$ cat src/rtl/computational_unit_mc.sv
// Nibble-CPU datapath generalised to DW-bit data: architectural register set,
// data_bus source mux, single-cycle ALU with carry/borrow flag, and an
// iterative shift-add multiplier that holds off further r writes while busy.
module computational_unit_mc #(
  parameter int unsigned DW       = 4,
  parameter int unsigned MUL_ITER = DW
) (
  input  logic          clk,
  input  logic          sync_reset,
  input  logic [3:0]    alu_op,
  input  logic [DW-1:0] imm,
  input  logic          i_sel,
  input  logic          x_sel,
  input  logic          y_sel,
  input  logic [3:0]    source_sel,
  input  logic [8:0]    reg_en,
  input  logic [DW-1:0] dm,
  input  logic [DW-1:0] i_pins,
  output logic [DW-1:0] data_bus,
  output logic [DW-1:0] x0,
  output logic [DW-1:0] x1,
  output logic [DW-1:0] y0,
  output logic [DW-1:0] y1,
  output logic [DW-1:0] m,
  output logic [DW-1:0] i,
  output logic [DW-1:0] o_reg,
  output logic [DW-1:0] r,
  output logic          r_eq_0,
  output logic          carry,
  output logic          mul_busy,
  output logic          mul_done
);

  localparam int unsigned CW = (MUL_ITER > 1) ? $clog2(MUL_ITER) : 1;
  localparam logic [CW-1:0] LAST_STEP = CW'(MUL_ITER - 1);

  typedef enum logic {
    S_IDLE,
    S_RUN
  } mul_state_e;

  // architectural registers
  logic [DW-1:0] x0_q, x0_d, x1_q, x1_d, y0_q, y0_d, y1_q, y1_d;
  logic [DW-1:0] m_q, m_d, i_q, i_d, o_reg_q, o_reg_d, r_q, r_d;
  logic          r_eq_0_q, r_eq_0_d, carry_q, carry_d;
  logic          mul_done_q, mul_done_d;

  // multiplier state
  mul_state_e      state_q, state_d;
  logic [2*DW-1:0] acc_q, acc_d, mcand_q, mcand_d, acc_step;
  logic [DW-1:0]   mplier_q, mplier_d;
  logic [CW-1:0]   cnt_q, cnt_d;
  logic            hi_q, hi_d;

  // ALU decode results
  logic [DW-1:0] x_op, y_op, alu_res, mul_res;
  logic [2:0]    op;
  logic          op_q;
  logic          alu_wr, alu_cwr, alu_c;
  logic          mul_start, mul_hi, mul_load;

  // reg_en[7] has no register behind it
  logic unused_reg_en7;
  assign unused_reg_en7 = reg_en[7];

  assign op       = alu_op[2:0];
  assign op_q     = alu_op[3];
  assign x_op     = x_sel ? x1_q : x0_q;
  assign y_op     = y_sel ? y1_q : y0_q;
  assign mul_busy = (state_q == S_RUN);

  // data_bus source mux; unused codes read as zero
  always_comb begin
    data_bus = '0;
    case (source_sel)
      4'd0:    data_bus = x0_q;
      4'd1:    data_bus = x1_q;
      4'd2:    data_bus = y0_q;
      4'd3:    data_bus = y1_q;
      4'd4:    data_bus = r_q;
      4'd5:    data_bus = m_q;
      4'd6:    data_bus = i_q;
      4'd7:    data_bus = dm;
      4'd8:    data_bus = imm;
      4'd9:    data_bus = i_pins;
      default: data_bus = '0;
    endcase
  end

  // ALU decode: single-cycle results and multiply start requests, gated off while busy
  always_comb begin
    alu_wr    = 1'b0;
    alu_cwr   = 1'b0;
    alu_c     = 1'b0;
    alu_res   = '0;
    mul_start = 1'b0;
    mul_hi    = 1'b0;
    if (reg_en[4] && !mul_busy) begin
      case (op)
        3'b000: begin
          if (!op_q) begin
            alu_wr  = 1'b1;
            alu_res = '0 - x_op;
          end
        end
        3'b001: begin
          alu_wr  = 1'b1;
          alu_cwr = 1'b1;
          alu_res = x_op - y_op;
          alu_c   = (x_op < y_op);
        end
        3'b010: begin
          alu_wr  = 1'b1;
          alu_cwr = 1'b1;
          {alu_c, alu_res} = {1'b0, x_op} + {1'b0, y_op};
        end
        3'b011: begin
          mul_start = 1'b1;
          mul_hi    = 1'b1;
        end
        3'b100: mul_start = 1'b1;
        3'b101: begin
          alu_wr  = 1'b1;
          alu_res = x_op ^ y_op;
        end
        3'b110: begin
          alu_wr  = 1'b1;
          alu_res = x_op & y_op;
        end
        3'b111: begin
          if (!op_q) begin
            alu_wr  = 1'b1;
            alu_res = ~x_op;
          end
        end
        default: ;
      endcase
    end
  end

  // multiplier next state: one shift-add step per clock, final step feeds r directly
  always_comb begin
    state_d  = state_q;
    acc_d    = acc_q;
    mcand_d  = mcand_q;
    mplier_d = mplier_q;
    cnt_d    = cnt_q;
    hi_d     = hi_q;
    mul_load = 1'b0;
    acc_step = acc_q + (mplier_q[0] ? mcand_q : '0);
    mul_res  = hi_q ? acc_step[2*DW-1:DW] : acc_step[DW-1:0];
    case (state_q)
      S_IDLE: begin
        if (mul_start) begin
          state_d  = S_RUN;
          acc_d    = '0;
          mcand_d  = {{DW{1'b0}}, x_op};
          mplier_d = y_op;
          cnt_d    = '0;
          hi_d     = mul_hi;
        end
      end
      S_RUN: begin
        acc_d    = acc_step;
        mcand_d  = mcand_q << 1;
        mplier_d = mplier_q >> 1;
        cnt_d    = cnt_q + CW'(1);
        if (cnt_q == LAST_STEP) begin
          mul_load = 1'b1;
          state_d  = S_IDLE;
        end
      end
      default: state_d = S_IDLE;
    endcase
  end

  // architectural register next state
  always_comb begin
    x0_d       = reg_en[0] ? data_bus : x0_q;
    x1_d       = reg_en[1] ? data_bus : x1_q;
    y0_d       = reg_en[2] ? data_bus : y0_q;
    y1_d       = reg_en[3] ? data_bus : y1_q;
    m_d        = reg_en[5] ? data_bus : m_q;
    o_reg_d    = reg_en[8] ? data_bus : o_reg_q;
    i_d        = i_q;
    if (reg_en[6]) begin
      i_d = i_sel ? (i_q + m_q) : data_bus;
    end
    r_d        = r_q;
    r_eq_0_d   = r_eq_0_q;
    if (alu_wr) begin
      r_d      = alu_res;
      r_eq_0_d = (alu_res == '0);
    end else if (mul_load) begin
      r_d      = mul_res;
      r_eq_0_d = (mul_res == '0);
    end
    carry_d    = alu_cwr ? alu_c : carry_q;
    mul_done_d = mul_load;
  end

  // register set, flags and done pulse
  always_ff @(posedge clk or posedge sync_reset) begin
    if (sync_reset) begin
      x0_q       <= '0;
      x1_q       <= '0;
      y0_q       <= '0;
      y1_q       <= '0;
      m_q        <= '0;
      i_q        <= '0;
      o_reg_q    <= '0;
      r_q        <= '0;
      r_eq_0_q   <= 1'b1;
      carry_q    <= 1'b0;
      mul_done_q <= 1'b0;
    end else begin
      x0_q       <= x0_d;
      x1_q       <= x1_d;
      y0_q       <= y0_d;
      y1_q       <= y1_d;
      m_q        <= m_d;
      i_q        <= i_d;
      o_reg_q    <= o_reg_d;
      r_q        <= r_d;
      r_eq_0_q   <= r_eq_0_d;
      carry_q    <= carry_d;
      mul_done_q <= mul_done_d;
    end
  end

  // multiplier state; reset aborts and discards any product in flight
  always_ff @(posedge clk or posedge sync_reset) begin
    if (sync_reset) begin
      state_q  <= S_IDLE;
      acc_q    <= '0;
      mcand_q  <= '0;
      mplier_q <= '0;
      cnt_q    <= '0;
      hi_q     <= 1'b0;
    end else begin
      state_q  <= state_d;
      acc_q    <= acc_d;
      mcand_q  <= mcand_d;
      mplier_q <= mplier_d;
      cnt_q    <= cnt_d;
      hi_q     <= hi_d;
    end
  end

  assign x0       = x0_q;
  assign x1       = x1_q;
  assign y0       = y0_q;
  assign y1       = y1_q;
  assign m        = m_q;
  assign i        = i_q;
  assign o_reg    = o_reg_q;
  assign r        = r_q;
  assign r_eq_0   = r_eq_0_q;
  assign carry    = carry_q;
  assign mul_done = mul_done_q;

endmodule
$ cat config.mk
export PLATFORM = sky130hd
export DESIGN_NAME = computational_unit_mc
export DESIGN_NICKNAME = d
export VERILOG_FILES = /design/src/rtl/computational_unit_mc.sv
export SDC_FILE = /design/constraint.sdc
export NUM_CORES = 1
export LEC_CHECK = 0
export BUFFER_PORTS_ARGS = -buffer_cell sky130_fd_sc_hd__buf_2
export CORE_MARGIN = 8
export CORE_UTILIZATION = 31
export CTS_CLUSTER_DIAMETER = 40
export DETAILED_ROUTE_END_ITERATION = 12
export PLACE_DENSITY = 0.48
export SKIP_LAST_GASP = 1
export SLEW_MARGIN = 0
export SYNTH_ARGS = -nofsm -noshare
export SYNTH_HDL_FRONTEND = slang
export SYNTH_SLANG_ARGS = --single-unit
export TNS_END_PERCENT = 50
$ cat constraint.sdc
create_clock -name clk -period 3.45 [get_ports clk]
set_input_delay 0.1725 -clock clk [delete_from_list [all_inputs] [get_ports clk]]
set_output_delay 0.1725 -clock clk [all_outputs]
set_load 0.1 [all_outputs]
# Word-level counts from Yosys, hierarchy flattened
# Index checks and enable logic that the tools add are counted.
[word_totals]
rom_bits = 0
output_inout_bits = 40
latchBits = 0
word_cells = 96
register_bits = 59
n_memories = 0
ramBits = 0
input_bits = 34
[op_classes]
n_reduce_logical = 12
add_sub_neg = 6
n_bitwise = 4
div_mod_pow = 0
n_eq_ne = 18
order_cmp = 1
multipliers = 0
mux = 38
shifts = 0
[op_table]
columns = ["op", "n"]
rows = [
  ["$mux 4", 10],
  ["$pmux 4 s10", 1],
  ["$pmux 8 s2", 2],
  ["$mux 8", 3],
  ["$pmux 4 s6", 1],
  ["$eq 4x3->1 const B", 4],
  ["$mux 1", 15],
  ["$eq 3x3->1 const B", 4],
  ["$logic_not 4->1", 3],
  ["$add 8x8->8", 1],
  ["$eq 4x2->1 const B", 2],
  ["$eq 4x4->1 const B", 2],
  ["$pmux 4 s2", 1],
  ["$eq 3x2->1 const B", 2],
  ["$pmux 1 s2", 3],
  ["$reduce_or 2->1", 3],
  ["$add 4x4->5", 1],
  ["$add 4x4->4", 1],
  ["$and 4x4->4", 1],
  ["$eq 4x1->1 const B", 1],
  ["$lt 4x4->1", 1],
  ["$not 4->4", 1],
  ["$pmux 2 s2", 1],
  ["$reduce_or 4->1", 1],
  ["other kinds (14)", 14],
]

# Longest topological paths before layout
[logic_depth]
depth_word = 7
mapped_depth = 11
depth_no_buf = 10

# Least setup slack after synthesis
# OpenSTA, ideal clock, no wires.
[synth_path]
path_kind = "register to register"
start = "reg x1_q[2], in the netlist x1[2]"
end = "reg r_q[3], in the netlist r[3]"
synth_period_minus_slack_ns = 3.019
t_arrival_ns = 2.893
setup_ns = 0.126
required_time_ns = 3.324
path_buffers = 1
path_slack_ns = 0.431
path_stages_with_launch = 11
cell_sequence = "dfrtp_1 mux2i_1 inv_1 ha_1 buf_6 nor3b_2 o311a_1 a2111oi_1 o211a_1 nor2_1 a221o_1"
[synth_between]
elab_chain_len = 6
word_cells_on_any_way = 8
cone_classes = "add/sub (3); mux (5)"
[synth_lines]
columns = ["element", "line_no", "rtl"]
rows = [
  ["start: declaration", "43", "logic [DW-1:0] x0_q, x0_d, x1_q, x1_d, y0_q, y0_d, y1_q, y1_d;"],
  ["start signal: assignment", "206", "x1_q <= '0;"],
  ["start signal: assignment", "218", "x1_q <= x1_d;"],
  ["$mux 4 *", "68", "assign x_op = x_sel ? x1_q : x0_q;"],
  ["$sub 1x4->4", "103", "alu_res = '0 - x_op;"],
  ["$mux 4", "101", "if (!op_q) begin"],
  ["$pmux 4 s6 *", "99", "case (op)"],
  ["$mux 4 *", "98", "if (reg_en[4] && !mul_busy) begin"],
  ["$mux 4 *", "191", "if (alu_wr) begin"],
  ["end signal: assignment", "224", "r_q <= r_d;"],
  ["end: declaration", "44", "logic [DW-1:0] m_q, m_d, i_q, i_d, o_reg_q, o_reg_d, r_q, r_d;"],
]
# Every way passes the cells marked *; elsewhere a longest branch is shown, timed or not.
# A chain may end at the register's enable or synchronous reset.

# Worst setup path in the final report
# Same ends and word-level chain as after synthesis.

==> out/metrics.cfg <==
[clock_tree]
cts_buffer_depth=2
cts.clk_slew.worst_paths_ns=0.06
cts_sinks=59
cts_buffers=9
cts_tree=built
cts_max_level=3
clock_latency_ns=0.33
root_buffer=clkbuf_16

[worst_setup_path]
worst_setup_path_start_kind=register
path_max_fanout=9
required_ns=3.66
crit_arrival_ns=3.38
worstSetupEndpointType=register
critPathKind=register to register

[timing]
period_needed_ns=3.17
max_freq_mhz=315
slew_violations=0
tightest_slew_ns=0.884
slew_headroom_pct=40.9
finalHoldViolCount=0
skew_ns=0.00645
rsz0062_at_grt=no
finalWorstSetupSlack_ns=0.279
finalCritPeriodShare_pct=91.9
tns_ns=0
setup_viol=0

[cells_and_area]
post-route-util_pct=38.6
finalNetCount=577
regArea_mm2=0.00148
post-route-cell-area_mm2=0.00488
multi_input_area_mm2=0.00230
drive_above_1_share_pct=20.8
fillers=1330
layout_commonest_cell=buf_2
reg_top3=acc_q (8), mcand_q (8)
layout_common_cells=buf_2, dfrtp_1, nand2_1, a21oi_1, nor2_1
diodes=0
syn2layout_area_growth_pct=21.9

[grt]
grt_use_met3_pct=3.78
first_global_vias=3620
grt_util_met1_pct=18.1
grt_max_degree=37
grt.busiest_layer=met2
track_usage_pct=14.6
antenna_found_initial=0
grt_overflow=0
use_met2_pct=24.0
grt_pass1_wl_mm=19.2

[synthesis]
synth_seq_cells=59
synthArstFlopShare_pct=100
postSynthAreaPerCell_um2=8.75
netlist_area_mm2=0.00400
synth.distinct_cells=69
syn_inst=457
synth_edf_count=0
synth-seq-area-share_pct=37.0
ys_warn_count=0
ys.flop_type=dfrtp_1
syn_nets=515

[route]
wl_per_cell_um=16.9
drcViolationCount=0
finalWirelength_mm=11.8
vias=3544
via_per_inst=5.09
firstDrtPassIters=4
first_iter_violations=193
ant_nets=0

[die]
die-area_mm2=0.0168
die_h_um=130
start_util_pct=31.7
num_io_pins=74
fp-row-count=41
die_w_um=130
core_area_mm2=0.0126

[placement]
hpwl_mm=8.89
placed_area_mm2=0.00449
gp_congestion=0.828
dp_slack_ns=0.379
io_buffers=72

[pwr]
p_per_area_mw_per_mm2=830
finalPower_uw=4040
ir_drop_uv=266
leakage_uw=0.00229

[run_status]
status=finished, final reports clean

[flow_run]
maxCapViolCount=0

[min_path]
hp-class=primary input to register

==> through the flow <==
| stage | hold slack, ns | std cells |
|---|---|---|
| 3_3_place_gp | 0.297 | 679 |
| 5_1_grt | 0.109 | 696 |
| 3_5_place_dp | 0.297 | 679 |
| 6_report | 0.106 | 696 |
| 4_1_cts | 0.0965 | 696 |
| 2_1_floorplan | 0.270 | 457 |
==> report_power, final <==
part,internal (µW),switching (µW)
Sequential,881,190
Combinational,456,1390
Clock,818,312
==> worst max-delay path, stage by stage (launching register included) <==
cell and delay (ns):
dfrtp_1 0.42, mux2i_1 0.47, inv_1 0.13, ha_1 0.49
nor3b_2 0.09, o311a_1 0.34, a2111oi_1 0.52, o211a_1 0.28
nor2_1 0.05, a221o_1 0.25
==> what timing repair did <==
| action | CTS | global route |
|---|---|---|
| resized for setup | 0 | 0 |
| buffers inserted | 0 | 0 |
| endpoints found under the setup margin | 0 | 0 |
| hold buffers | 1 | 0 |
| endpoints found under the hold margin | 27 | 0 |
==> path summary, 6_finish.rpt <==
kind | start | endpoint | slack (ns) | depth (start not counted)
min in group asynchronous | sync_reset | mplier_q[0] | 0.48 | 3
max in group asynchronous | sync_reset | y1[3] | 2.12 | 4
worst min-delay path | reg_en[1] | x1[1] | 0.11 | 2
worst max register to register | x1[2] | r[3] | 0.28 | 9
worst max-delay path | x1[2] | r[3] | 0.28 | 9
worst min register to register | mplier_q[1] | mplier_q[0] | 0.49 | 2
==> area by class of cell <==
| class | count | share of cell area [%] |
|---|---|---|
| Multi-Input combinational cell | 347 | 47.3 |
| Sequential cell | 59 | 30.3 |
| Timing Repair Buffer | 79 | 8.52 |
| Clock buffer | 12 | 5.26 |
| Tap cell | 172 | 4.41 |
| Clock inverter | 4 | 2.46 |
| Inverter | 23 | 1.77 |
==> cell families (layout without fill, tap and decap cells) <==
family,after synthesis,after routing,synth area share (%)
mux,23,23,6.07
compound gates,136,136,22.0
fa+ha+maj,24,24,8.26
xor+xnor,12,12,2.63
simple gates,152,152,18.7
flops,59,59,37.0
buf+inv,51,118,5.41
==> metal layers <==
layer / share of wire (%) / vias up
li1: - / 1751
met1: 46 / 1704
met2: 48 / 76
met3: 4.7 / 13
met4: 1.6 / 0
met5: 0 / -
==> cell usage after synthesis, types with 6 or more instances <==
| master | count | area (µm²) |
|---|---|---|
| dfrtp_1 | 58 | 1450 |
| nand2_1 | 47 | 176 |
| a21oi_1 | 46 | 230 |
| nor2_1 | 45 | 169 |
| inv_1 | 21 | 78.8 |
| ha_1 | 20 | 250 |
| o21ai_1 | 19 | 95.1 |
| mux2i_1 | 15 | 150 |
| o21ai_0 | 15 | 75.1 |
| buf_2 | 11 | 55.1 |
| nand3_1 | 10 | 50.1 |
| nor2b_1 | 10 | 62.6 |
| clkbuf_1 | 8 | 30.0 |
| and2_1 | 7 | 43.8 |
| buf_1 | 7 | 26.3 |
| xnor2_1 | 7 | 61.3 |
| nand2b_1 | 6 | 37.5 |
| nor3_1 | 6 | 30.0 |
Note: power is estimated with default switching activity, not from simulation.
